File: src/rtl/alu_param_seq_if.sv
// Request/result bundle between the operand register file, the ALU and writeback.
// The master drives requests and the slave (the ALU) returns results and flags.
interface alu_param_seq_if #(parameter int WIDTH = 16);
  logic             IN_VALID;
  logic             IN_READY;
  logic [WIDTH-1:0] A;
  logic [WIDTH-1:0] B;
  logic [3:0]       ALU_FUN;
  logic             OUT_VALID;
  logic [WIDTH-1:0] ALU_OUT;
  logic             Carry_Flag;
  logic             Arith_Flag;
  logic             Logic_Flag;
  logic             CMP_Flag;
  logic             Shift_Flag;
  logic             Div_Zero;

  modport master (
    output IN_VALID, A, B, ALU_FUN,
    input  IN_READY, OUT_VALID, ALU_OUT, Carry_Flag, Arith_Flag,
           Logic_Flag, CMP_Flag, Shift_Flag, Div_Zero
  );

  modport slave (
    input  IN_VALID, A, B, ALU_FUN,
    output IN_READY, OUT_VALID, ALU_OUT, Carry_Flag, Arith_Flag,
           Logic_Flag, CMP_Flag, Shift_Flag, Div_Zero
  );
endinterface

File: src/rtl/alu_param_seq.sv
// Parametrised ALU with valid/ready input. Most ops finish in one cycle; DIV/MOD
// with a nonzero divisor use a WIDTH-step restoring divider while IN_READY is low.
module alu_param_seq #(
  parameter int WIDTH = 16
) (
  input  logic CLK,
  input  logic RST,
  alu_param_seq_if.slave bus
);
  localparam int CW = $clog2(WIDTH + 1);

  typedef enum logic {IDLE, DIV} state_e;

  state_e           state_q;
  logic [WIDTH-1:0] out_q, q_q, d_q;
  logic [WIDTH:0]   r_q;
  logic [CW-1:0]    cnt_q;
  logic             mod_q;
  logic             ovld_q, carry_q, arith_q, logic_q, cmp_q, shift_q, dz_q;

  logic [WIDTH:0]     sum;
  logic [2*WIDTH-1:0] prod;
  logic [WIDTH-1:0]   res;
  logic               c, dz;
  logic [1:0]         cat;  // 0 arith, 1 logic, 2 compare, 3 shift
  logic               accept, is_div, go_div, last;
  logic [WIDTH:0]     r_sh, r_d;
  logic [WIDTH-1:0]   q_d;
  logic               ge;

  assign accept = bus.IN_VALID && (state_q == IDLE);
  assign is_div = (bus.ALU_FUN == 4'h3) || (bus.ALU_FUN == 4'hF);
  assign go_div = accept && is_div && (bus.B != '0);

  always_comb begin
    sum  = {1'b0, bus.A} + {1'b0, bus.B};
    prod = {{WIDTH{1'b0}}, bus.A} * {{WIDTH{1'b0}}, bus.B};
    res  = '0;
    c    = 1'b0;
    dz   = 1'b0;
    cat  = 2'd0;
    case (bus.ALU_FUN)
      4'h0: begin res = sum[WIDTH-1:0]; c = sum[WIDTH]; end
      4'h1: begin res = bus.A - bus.B; c = bus.A < bus.B; end
      4'h2: begin res = prod[WIDTH-1:0]; c = |prod[2*WIDTH-1:WIDTH]; end
      4'h3, 4'hF: dz = (bus.B == '0);
      4'h4: begin res = bus.A & bus.B;    cat = 2'd1; end
      4'h5: begin res = bus.A | bus.B;    cat = 2'd1; end
      4'h6: begin res = ~(bus.A & bus.B); cat = 2'd1; end
      4'h7: begin res = ~(bus.A | bus.B); cat = 2'd1; end
      4'h8: begin res = bus.A ^ bus.B;    cat = 2'd1; end
      4'h9: begin res = ~(bus.A ^ bus.B); cat = 2'd1; end
      4'hA: begin res = (bus.A == bus.B) ? WIDTH'(1) : '0; cat = 2'd2; end
      4'hB: begin res = (bus.A >  bus.B) ? WIDTH'(2) : '0; cat = 2'd2; end
      4'hC: begin res = (bus.A <  bus.B) ? WIDTH'(3) : '0; cat = 2'd2; end
      4'hD: begin res = bus.A >> 1; cat = 2'd3; end
      default: begin res = bus.A << 1; cat = 2'd3; end
    endcase
  end

  // One restoring step; R < D holds before the shift, so WIDTH+1 bits suffice.
  always_comb begin
    r_sh = {r_q[WIDTH-1:0], q_q[WIDTH-1]};
    ge   = r_sh >= {1'b0, d_q};
    r_d  = ge ? (r_sh - {1'b0, d_q}) : r_sh;
    q_d  = {q_q[WIDTH-2:0], ge};
    last = (cnt_q == CW'(WIDTH - 1));
  end

  always_ff @(posedge CLK) begin
    if (RST) begin
      state_q <= IDLE;
      out_q   <= '0;
      q_q     <= '0;
      d_q     <= '0;
      r_q     <= '0;
      cnt_q   <= '0;
      mod_q   <= 1'b0;
      ovld_q  <= 1'b0;
      carry_q <= 1'b0;
      arith_q <= 1'b0;
      logic_q <= 1'b0;
      cmp_q   <= 1'b0;
      shift_q <= 1'b0;
      dz_q    <= 1'b0;
    end else begin
      ovld_q <= 1'b0;
      case (state_q)
        IDLE: begin
          if (go_div) begin
            state_q <= DIV;
            cnt_q   <= '0;
            r_q     <= '0;
            q_q     <= bus.A;
            d_q     <= bus.B;
            mod_q   <= bus.ALU_FUN[2];
          end else if (accept) begin
            out_q   <= res;
            carry_q <= c;
            arith_q <= (cat == 2'd0);
            logic_q <= (cat == 2'd1);
            cmp_q   <= (cat == 2'd2);
            shift_q <= (cat == 2'd3);
            dz_q    <= dz;
            ovld_q  <= 1'b1;
          end
        end
        default: begin
          r_q   <= r_d;
          q_q   <= q_d;
          cnt_q <= cnt_q + CW'(1);
          if (last) begin
            state_q <= IDLE;
            out_q   <= mod_q ? r_d[WIDTH-1:0] : q_d;
            carry_q <= 1'b0;
            arith_q <= 1'b1;
            logic_q <= 1'b0;
            cmp_q   <= 1'b0;
            shift_q <= 1'b0;
            dz_q    <= 1'b0;
            ovld_q  <= 1'b1;
          end
        end
      endcase
    end
  end

  assign bus.IN_READY   = (state_q == IDLE);
  assign bus.OUT_VALID  = ovld_q;
  assign bus.ALU_OUT    = out_q;
  assign bus.Carry_Flag = carry_q;
  assign bus.Arith_Flag = arith_q;
  assign bus.Logic_Flag = logic_q;
  assign bus.CMP_Flag   = cmp_q;
  assign bus.Shift_Flag = shift_q;
  assign bus.Div_Zero   = dz_q;
endmodule

File: src/flat_wrapper.sv
// flat-port wrapper written by rule: the top's interface ports become plain ports
module alu_param_seq_flat 
#(
  parameter int WIDTH = 16
)
  (CLK, RST, bus_IN_VALID, bus_A, bus_B, bus_ALU_FUN, bus_IN_READY, bus_OUT_VALID, bus_ALU_OUT, bus_Carry_Flag, bus_Arith_Flag, bus_Logic_Flag, bus_CMP_Flag, bus_Shift_Flag, bus_Div_Zero);
  alu_param_seq_if #(.WIDTH(WIDTH)) bus_i ();
  input  logic CLK;
  input  logic RST;
  input wire logic [$bits(bus_i.IN_VALID)-1:0] bus_IN_VALID;
  input wire logic [$bits(bus_i.A)-1:0] bus_A;
  input wire logic [$bits(bus_i.B)-1:0] bus_B;
  input wire logic [$bits(bus_i.ALU_FUN)-1:0] bus_ALU_FUN;
  output wire logic [$bits(bus_i.IN_READY)-1:0] bus_IN_READY;
  output wire logic [$bits(bus_i.OUT_VALID)-1:0] bus_OUT_VALID;
  output wire logic [$bits(bus_i.ALU_OUT)-1:0] bus_ALU_OUT;
  output wire logic [$bits(bus_i.Carry_Flag)-1:0] bus_Carry_Flag;
  output wire logic [$bits(bus_i.Arith_Flag)-1:0] bus_Arith_Flag;
  output wire logic [$bits(bus_i.Logic_Flag)-1:0] bus_Logic_Flag;
  output wire logic [$bits(bus_i.CMP_Flag)-1:0] bus_CMP_Flag;
  output wire logic [$bits(bus_i.Shift_Flag)-1:0] bus_Shift_Flag;
  output wire logic [$bits(bus_i.Div_Zero)-1:0] bus_Div_Zero;
  assign bus_i.IN_VALID = bus_IN_VALID;
  assign bus_i.A = bus_A;
  assign bus_i.B = bus_B;
  assign bus_i.ALU_FUN = bus_ALU_FUN;
  assign bus_IN_READY = bus_i.IN_READY;
  assign bus_OUT_VALID = bus_i.OUT_VALID;
  assign bus_ALU_OUT = bus_i.ALU_OUT;
  assign bus_Carry_Flag = bus_i.Carry_Flag;
  assign bus_Arith_Flag = bus_i.Arith_Flag;
  assign bus_Logic_Flag = bus_i.Logic_Flag;
  assign bus_CMP_Flag = bus_i.CMP_Flag;
  assign bus_Shift_Flag = bus_i.Shift_Flag;
  assign bus_Div_Zero = bus_i.Div_Zero;
  alu_param_seq #(.WIDTH(WIDTH)) u_core (.CLK(CLK), .RST(RST), .bus(bus_i));
endmodule
File: config.mk
export PLATFORM = sky130hd
export DESIGN_NAME = alu_param_seq_flat
export DESIGN_NICKNAME = d
export VERILOG_FILES = /design/src/rtl/alu_param_seq_if.sv /design/src/rtl/alu_param_seq.sv /design/src/flat_wrapper.sv
export SDC_FILE = /design/constraint.sdc
export NUM_CORES = 1
export LEC_CHECK = 0
export CAP_MARGIN = 30
export CELL_PAD_IN_SITES_DETAIL_PLACEMENT = 0
export CELL_PAD_IN_SITES_GLOBAL_PLACEMENT = 1
export CORE_MARGIN = 3
export CORE_UTILIZATION = 52
export CTS_CLUSTER_SIZE = 28
export DETAILED_ROUTE_END_ITERATION = 16
export GPL_ROUTABILITY_DRIVEN = 0
export PLACE_DENSITY = 0.88
export SLEW_MARGIN = 25
export SYNTH_ARGS = -nofsm -noshare
export SYNTH_HDL_FRONTEND = slang
export SYNTH_SLANG_ARGS = --single-unit
File: constraint.sdc
create_clock -name CLK -period 14.2 [get_ports CLK]
set_input_delay 1.42 -clock CLK [delete_from_list [all_inputs] [get_ports CLK]]
set_output_delay 1.42 -clock CLK [all_outputs]
set_load 0.02 [all_outputs]
; Yosys cells after proc, flatten, opt, wreduce, memory -nomap -nowiden
; Index checks and enable logic that the tools add are counted.
[totals]
word_cells = 113
reg_bits = 78
[op_classes]
muxes = 46
add_sub_neg = 4
n_mul = 1
n_reduce_logical = 17
n_lt_le_gt_ge = 3
n_bitwise = 7
n_eq_ne = 21
[op_table]
columns = cell, count
row1 = $pmux 16 s14, 1
row2 = $mux 16, 10
row3 = $not 16->16, 3
row4 = $mul 16x16->32, 1
row5 = $sub 16x16->16, 2
row6 = $mux 1, 29
row7 = $eq 4x4->1 const B, 7
row8 = $add 16x16->17, 1
row9 = $ge 17x16->1, 1
row10 = $and 16x16->16, 1
row11 = $eq 16x16->1, 1
row12 = $eq 4x3->1 const B, 4
row13 = $gt 16x16->1, 1
row14 = $logic_not 16->1, 1
row15 = $lt 16x16->1, 1
row16 = $or 16x16->16, 1
row17 = $reduce_bool 16->1, 1
row18 = $reduce_or 16->1, 1
row19 = $xor 16x16->16, 1
row20 = $mux 5, 2
row21 = $eq 4x2->1 const B, 2
row22 = $pmux 2 s3, 1
row23 = $reduce_or 6->1, 1
row24 = $add 5x1->5 const B, 1
row25 = other kinds (19), 24

; Depth between registers and ports, before layout
; Gate-level depths: netlist (run 1).
[logic_depth]
depth_word = 7
depth_mapped = 27
ltp_nobuf = 25

; Worst setup path after synthesis (run 1)
; No wires, ideal clock.
[synth_timing]
path_kind = input-to-reg
start = input bus_B[4]
end = register u_core.carry_q, in the netlist u_core.bus.Carry_Flag
t_required_ns = 14.077
slack_ns = 6.902
cell_stages = 25
n_path_buf = 2
t_arrival_ns = 7.174
setup_time_ns = 0.123
path_cell_list = clkbuf_1 inv_1 clkbuf_1 nor2_1 fa_1 inv_1 fa_1 fa_1 fa_1 inv_1 fa_1 inv_1 fa_1 inv_1 ha_1 nand2_1 a211oi_2 nand3_1 a41oi_1 nand2_1 o21ba_1 a311oi_1 a21bo_2 nor4_1 o21ai_1
[synth_via]
elab_chain_len = 6
[synth_rtl]
columns = element, line
row1 = from (decl), flat_wrapper.sv:12  ; input wire logic [$bits(bus_i.B)-1:0] bus_B;
row2 = $mul 16x16->32, alu_param_seq.sv:37  ; prod = {{WIDTH{1'b0}}, bus.A} * {{WIDTH{1'b0}}, bus.B};
row3 = $reduce_or 16->1, alu_param_seq.sv:45  ; 4'h2: begin res = prod[WIDTH-1:0]; c = |prod[2*WIDTH-1:WIDTH]; end
row4 = $pmux 1 s3, alu_param_seq.sv:42  ; case (bus.ALU_FUN)
row5 = $mux 1, alu_param_seq.sv:97  ; end else if (accept) begin
row6 = $mux 1, alu_param_seq.sv:90  ; if (go_div) begin
row7 = $mux 1, alu_param_seq.sv:88  ; case (state_q)
row8 = to (signal assigned), alu_param_seq.sv:80  ; carry_q <= 1'b0;
row9 = to (signal assigned), alu_param_seq.sv:99  ; carry_q <= c;
row10 = to (signal assigned), alu_param_seq.sv:115  ; carry_q <= 1'b0;
row11 = to (decl), alu_param_seq.sv:19  ; logic ovld_q, carry_q, arith_q, logic_q, cmp_q, shift_q, dz_q;
; Parallel ways exist; a longest one is shown, timed or not. The select of a mux whose other input is x is not followed.
; A chain may end at the register's enable or synchronous reset.

; Final worst setup path (run 1)
[layout_timing]
start = input bus_A[9]
end = register u_core.carry_q, in the netlist u_core.bus.Carry_Flag
[layout_via]
elab_chain_len = 6
[layout_rtl]
columns = element, line
row1 = from (decl), flat_wrapper.sv:11  ; input wire logic [$bits(bus_i.A)-1:0] bus_A;
row2 = $mul 16x16->32, alu_param_seq.sv:37
row3 = $reduce_or 16->1, alu_param_seq.sv:45
row4 = $pmux 1 s3 *, alu_param_seq.sv:42
row5 = $mux 1 *, alu_param_seq.sv:97
row6 = $mux 1 *, alu_param_seq.sv:90
row7 = $mux 1 *, alu_param_seq.sv:88
; Mark *: on every way between the ends. The rest lies on a longest branch, timed or not. The select of a mux whose other input is x is not followed.

==> metrics.md, run 1 <==
| Metric | Value |
|---|---|
| Post-synth EDFFs | 0 |
| Normalized max-slew margin | 0.296 |
| Combinational cell fraction of total power | 0.872 |
| Crit-path max FO | 14 |
| Row count | slightly above 60 |
| Pin count of the biggest net entering global routing | 76 |
| TritonRoute pass-1 iters | 6 |
| PortBufs | just over 60 |
| Initial Util | 0.533 |
| Post-route cell area | about 0.017 mm2 |
| Clock Power Share | 0.062 |
| Number of DRC markers in iteration 0 | around 1700 |
| CTS Buffer Depth | 2 |
| Clock Skew | 10.9 ps |
| Post-CTS Resized | 0 |
| Hold Slack | approximately 450 ps |
| Ys async rst share | 0 |
| Worst EP required | 14430 ps |
| Fin. max-slew vios | 0 |
| LEAKAGE | approximately 7.5 nW |
| NetSw | between 0.002 and 0.0025 W |
| Reg clk slew, reported paths | 70 ps |
| Final count of negative-setup-slack endpoints | 0 |
| Hold Violations, Final | 0 |
| Most used DFF post-synth | dfxtp_1 |
| Die Height | roughly 180 um |
| Distinct cells, synth | slightly above 80 |
| Fmax | approximately 0.11 GHz |
| Tot Pwr | about 0.0036 W |
| Most frequent cells in the layout | inv_1, nand2_1, nor2_1, fa_1, ha_1 |
| Core Box Area | ~0.029 mm2 |
| Nets | between 2000 and 2500 |
| Minimum clock period | 9040 ps |
| Crit path launch type | primary input |
| Synthesis-stage register bit count | 78 |
| Mux share of post-synthesis cell area | 0.0145 |
| Outcome | finished, final reports clean |
| Seq/Total Area, Yosys | 0.101 |
| CP Class | in2reg |
| Chip width | 178 um |
| XOR/XNOR share of the synthesized area | 0.0283 |
| Setup_tns | 0 ps |
| Yosys warning total | 0 |
| Ratio of cells with drive above 1 in the final layout | 0.0396 |
| R2r startpoint | u_core.d_q[10]$_SDFFE_PP0P_ |
| Total number of H-tree levels | 3 |
| CP Cell Sequence | clkdlybuf4s50_1, clkinv_1, nor2_1, fa_1, inv_1, fa_1, fa_1, inv_1, fa_1, fa_1, inv_1, fa_1, inv_1, ha_1, nand2_1, o21ai_0, a21oi_1, a41oi_1, nand2_1, o21ba_1, a311oi_1, a21bo_2, nor4_1, o21ai_1 |
| Residual DRC | 0 |
| Largest family of logic cells by synthesized area | adder cells |
| Antenna fix cells | 0 |
| Final core utilization | 0.574 |
| Actual slew at the worst max-slew pin | roughly 1100 ps |
| Gr usage total | 0.339 |
| Detailed-route wire length per cell | 22.3 um |
| WP data arrival | a little over 9000 ps |
| First-pass GRT wire length | 83700 um |
| Net Sw Frac | 0.555 |
| Vias | 14800 |
| Synth Instances | 2000 |
| Commonest non-fill, non-tap cell in the layout | inv_1 |
| Setup bufs post-CTS | 0 |
| Synth top area cells | fa_1, ha_1, dfxtp_1 |
| Post-Syn Nets | between 2000 and 2500 |
| Pwr Density | 218 mW/mm2 |
| Detailed Place HPWL | between 40000 and 50000 um |
| Synth-to-layout area growth | 7.68% |
| Worst min path class | reg2reg |
| IO Pins | 63 |
| Crit-path most repeated cell | fa_1 |
| Crit path from | bus_A[9] |
| Period utilisation layout | 0.636 |
| Routed Antenna Nets | 0 |
| Syn Area/Cell | just under 8 um2 |
| Post-Route WL | approximately 53000 um |
| CP endpoint kind | register |
| CTS Hold Bufs | 0 |
| Initial antenna violation count | 0 |
| Synth Area in Compound Gates | 0.193 |
| Root Driver | clkbuf_16 |
| Post-synthesis adder-cell area fraction | 0.392 |
| Cts bufs inserted | 9 |
| Max-cap violations | 0 |
| Post-Synth Simple-Gate Area | 0.171 |
| Top-area cell type share of the netlist area | 0.255 |
| Sequential Power Share | 0.066 |
| Sink Count | 78 |
| Post-DP Area | between 0.015 and 0.02 mm2 |
| Worst-Skew Late Latency | roughly 350 ps |
| Vias in the first global route | ~15000 |
| Min-delay src | u_core.bus.ALU_OUT[7]$_SDFFE_PP0P_ |
| CP max-delay cell | clkdlybuf4s50_1 |
| Peak supply drop | 529 uV |
| CTS tree | done |
| Area of the mapped netlist | around 0.015 mm2 |
| Max incr delay on CP | 1080 ps |
| Vias/cell | about 6.2 |
| RSZ-0062 raised after global routing | no |
| Grt ovf | 0 |
| Die Footprint | 0.0319 mm2 |
| Dominant cell type by area after synthesis | fa_1 |
| Int Power | between 0.0015 and 0.002 W |
final timing paths:
path                                         to  slack, ps  depth (start not counted)
min          u_core.bus.ALU_OUT[7]$_SDFFE_PP0P_        450                          2
min reg2reg  u_core.bus.ALU_OUT[7]$_SDFFE_PP0P_        450                          2
max reg2reg  u_core.bus.ALU_OUT[6]$_SDFFE_PP0P_      10810                         12
max          u_core.bus.Carry_Flag$_SDFFE_PP0P_       5160                         24
per-stage QoR:
| stage | instances | setup slack, ps |
|---|---|---|
| after detailed placement | 2363 | 5040 |
| after global routing | 2381 | 4970 |
| final | 2381 | 5160 |
| after global placement | 2360 | 5180 |
| after floorplan | 2000 | 6900 |
| after CTS | 2379 | 5380 |
synth_stat cells (17+ instances only):
master and count:
inv_1 281, nand2_1 264, nor2_1 223, fa_1 197, ha_1 170, a21oi_1 146
clkbuf_1 95, dfxtp_1 78, o21ai_0 70, xnor2_1 29, nor3_1 27, a21o_1 24
nand3_1 22, xor2_1 21, a22oi_1 19, a31oi_1 19, mux2i_1 19, nor4_1 18
o22ai_1 17
power groups by stage:
| stage | clock network [W] | logic (W) | registers (W) |
|---|---|---|---|
| final | 0.000227 | 0.00317 | 0.000239 |
| after global routing | 0.000238 | 0.00354 | 0.000240 |
| after CTS | 0.000228 | 0.00313 | 0.000239 |
| after detailed placement | 0 | 0.00310 | 0.000244 |
| after global placement | 0 | 0.00307 | 0.000244 |
| after floorplan | 0 | 0.00232 | 0.000249 |
state kept, by name (all words and copies together), names as in the netlist:
signal                 cells
u_core.bus.Shift_Flag      1
u_core.bus.Carry_Flag      1
u_core.cnt_q               5
u_core.bus.ALU_OUT        16
u_core.r_q                16
u_core.bus.OUT_VALID       1
u_core.bus.Arith_Flag      1
u_core.bus.Div_Zero        1
u_core.bus.CMP_Flag        1
u_core.mod_q               1
u_core.bus.Logic_Flag      1
u_core.d_q                16
u_core.q_q                16
u_core.state_q             1
worst max-delay path: cells and delay by family:
family                   cells  cell delay (ps)
adder cells (fa/ha/maj)      7             3180
buffers and inverters        6             2050
AO/OA/AOI/OAI                7             1780
AND/OR/NAND/NOR              4              840
metal layers:
metal | vias up | share of wire | GRT usage
li1 | 6627 | - | -
met1 | 7209 | 0.41 | 0.461
met2 | 784 | 0.45 | 0.539
met3 | 170 | 0.091 | 0.0532
met4 | 0 | 0.051 | 0.143
met5 | - | 0 | 0
cell type report:
class,count,area (um2)
Timing Repair Buffer,92,851
Tap cell,384,480
Multi-Input combinational cell,1518,12400
Inverter,293,1100
Clock inverter,7,57.6
Sequential cell,78,1560
Fill cell,2732,12400
Clock buffer,9,225
cell families after synthesis:
logic type | count (synthesis)
fa+ha+maj | 367
simple gates | 625
xor+xnor | 50
compound gates | 454
mux | 22
buf+inv | 404
flops | 78
No activity file was read; power rests on OpenSTA's default activity.
==> run 2, diff against run 1 <==
CORE_UTILIZATION = 43   (was 52)
PLACE_DENSITY = 0.78   (was 0.88)
clock period = 8.15 ns   (was 14.2 ns; I/O delays follow)
==> metrics.md, run 2 (synthesis results as in run 1) <==
| Metric | Value |
|---|---|
| CP Class | in2reg |
| CP endpoint kind | register |
| IO Pins | 63 (unchanged) |
| WP data arrival | 7940 ps (-1330 ps) |
| TritonRoute pass-1 iters | 6 (unchanged) |
| Dpl cells | 2475 (+4.7%) |
| Initial Util | 0.442 (-0.0908) |
| R2r startpoint | u_core.d_q[10]$_SDFFE_PP0P_ |
| Clock Skew | 10.4 ps (-0.471 ps) |
| Cts bufs inserted | 9 (unchanged) |
| FF-to-FF path depth | 13 (+1) |
| Vias/cell | 5.92 (-4.8%) |
| Post-route cell area | 0.0170 mm2 (+2.2%) |
| Residual DRC | 0 (unchanged) |
| Fmax | 0.130 GHz |
| Post-Route WL | 54800 um (+3.4%) |
| Clock Power Share | 0.060 (-0.002) |
| Int Power | 0.00283 W (+74%) |
| Total number of H-tree levels | 3 (unchanged) |
| PortBufs | 62 (unchanged) |
| WHS Path Cells | 2 (unchanged) |
| Detailed Place HPWL | 43800 um (+8.6%) |
| Post-DP Area | 0.0167 mm2 (+2.4%) |
| Synth-to-layout area growth | 10.0% |
| Sink Count | 78 (unchanged) |
| Tot Pwr | 0.00641 W (+76%) |
| Minimum clock period | 7710 ps |
| WHS Endpoint | u_core.d_q[5]$_SDFFE_PP0P_ |
| Routed Antenna Nets | 0 (unchanged) |
| Grt ovf | 0 (unchanged) |
| Setup bufs post-CTS | 0 (unchanged) |
| Reg clk slew, reported paths | 70 ps (about the same) |
| Crit path launch type | primary input |
| Setup_tns | 0 ps (unchanged) |
| Core Box Area | 0.0350 mm2 (+21%) |
| FF-to-FF End | u_core.bus.ALU_OUT[7]$_SDFFE_PP0P_ |
| Vias in the first global route | 14400 (-2.2%) |
| NetSw | 0.00359 W (+78%) |
| CTS tree | done |
| Normalized max-slew margin | 0.346 (+0.0499) |
| Worst-Skew Late Latency | 350 ps (about the same) |
| Ratio of cells with drive above 1 in the final layout | 0.0570 (+0.0174) |
| Die Height | 196 um (+9.6%) |
| Hold Violations, Final | 0 (unchanged) |
| Final count of negative-setup-slack endpoints | 0 (unchanged) |
| LEAKAGE | 7.73 nW (+2.4%) |
| Gr usage total | 0.285 (-0.0538) |
| Root Driver | clkbuf_16 |
| Combinational cell fraction of total power | 0.875 (+0.003) |
| CTS Hold Bufs | 0 (unchanged) |
| Commonest non-fill, non-tap cell in the layout | inv_1 |
| Nets | 2437 (+1.6%) |
| Actual slew at the worst max-slew pin | 973 ps (-79.1 ps) |
| FILL cells | 3520 (+29%) |
| Most frequent cells in the layout | inv_1, nand2_1, nor2_1, fa_1, ha_1 |
| Period utilisation layout | 0.946 |
| Final cell count without fillers | 2491 (+4.6%) |
| Crit-path max FO | 12 (-2) |
| RSZ-0062 raised after global routing | no |
| Vias | 14700 (-0.36%) |
| First-pass GRT wire length | 85500 um (+2.2%) |
| Sequential Power Share | 0.065 (about the same) |
| Detailed-route wire length per cell | 22.0 um (-1.2%) |
| Peak supply drop | 774 uV (+46%) |
| Fin. max-slew vios | 0 (unchanged) |
| Die Footprint | 0.0383 mm2 (+20%) |
| Outcome | finished, final reports clean |
| Net Sw Frac | 0.560 (+0.00470) |
| Worst min path class | reg2reg |
| Post-CTS Resized | 0 (unchanged) |
| Register-to-register setup slack | 4740 ps (-6070 ps) |
| Initial antenna violation count | 1 (+1) |
| Min-delay src | u_core.d_q[5]$_SDFFE_PP0P_ |
| Number of DRC markers in iteration 0 | 1478 (-11%) |
| Row count | 68 (+9.7%) |
| CTS Buffer Depth | 2 (unchanged) |
| Chip width | 196 um (+9.6%) |
| Pin count of the biggest net entering global routing | 49 (-36%) |
| Final core utilization | 0.487 (-0.0873) |
| Worst EP required | 8380 ps (-6050 ps) |
| Pwr Density | 377 mW/mm2 (+72%) |
| Max-cap violations | 0 (unchanged) |
run 2: worst max-delay path by stage:
stage / start / endpoint / slack [ps] / depth (start not counted)
after CTS: bus_B[6] / u_core.bus.Carry_Flag$_SDFFE_PP0P_ / 500 / 24
after floorplan: bus_B[4] / u_core.bus.Carry_Flag$_SDFFE_PP0P_ / 1460 / 25
after global routing: bus_B[6] / u_core.bus.Carry_Flag$_SDFFE_PP0P_ / 110 / 24
after detailed placement: bus_B[6] / u_core.bus.Carry_Flag$_SDFFE_PP0P_ / 150 / 24
after global placement: bus_B[6] / u_core.bus.Carry_Flag$_SDFFE_PP0P_ / 200 / 24
final: bus_B[6] / u_core.bus.Carry_Flag$_SDFFE_PP0P_ / 440 / 24
run 2: cell type report:
class                      instances  area (um2)  area share
tap                              455         569      0.0334
multi-input combinational       1518       12400       0.727
clock inverter                     5        35.0     0.00206
inverter                         293        1100      0.0646
timing repair buffer             131        1130      0.0666
sequential                        78        1560      0.0917
antenna                            1        2.50    0.000147
clock buffer                      10         239      0.0140
run 2: critical path: stages:
cell and delay, ps:
clkdlybuf4s50_1 630, inv_1 500, nor2_1 120, fa_1 500, inv_1 50, fa_1 450
fa_1 530, inv_1 60, fa_1 490, fa_1 490, inv_1 50, fa_1 470
inv_1 40, ha_1 350, nand2_1 100, o21ai_0 560, a21oi_1 240, a41oi_1 290
nand2_1 110, o21ba_1 190, a311oi_1 290, a21bo_2 260, nor4_1 250, o21ai_1 110
run 2: routing by layer:
metal  wire length, um  vias to the layer above  GRT usage
met1             23300                     7220      0.399
met2             24600                      688      0.444
li1                  -                     6709          -
met4              2470                        0      0.113
met5                 0                        -          0
met3              4380                      120     0.0448
run 2: power by group through the flow:
stage	sequential (W)	combinational [W]	clock, W
finish	0.000417	0.00561	0.000385
CTS	0.000417	0.00560	0.000392
global route	0.000419	0.00625	0.000405
floorplan	0.000433	0.00405	0
global placement	0.000425	0.00550	0
detailed placement	0.000425	0.00555	0
run 2: per-stage QoR:
stage / hold WS (ps) / setup WS (ps)
3_5_place_dp: 447 / 153
4_1_cts: 456 / 499
3_3_place_gp: 441 / 200
5_1_grt: 477 / 114
2_1_floorplan: 435 / 1460
6_report: 455 / 438
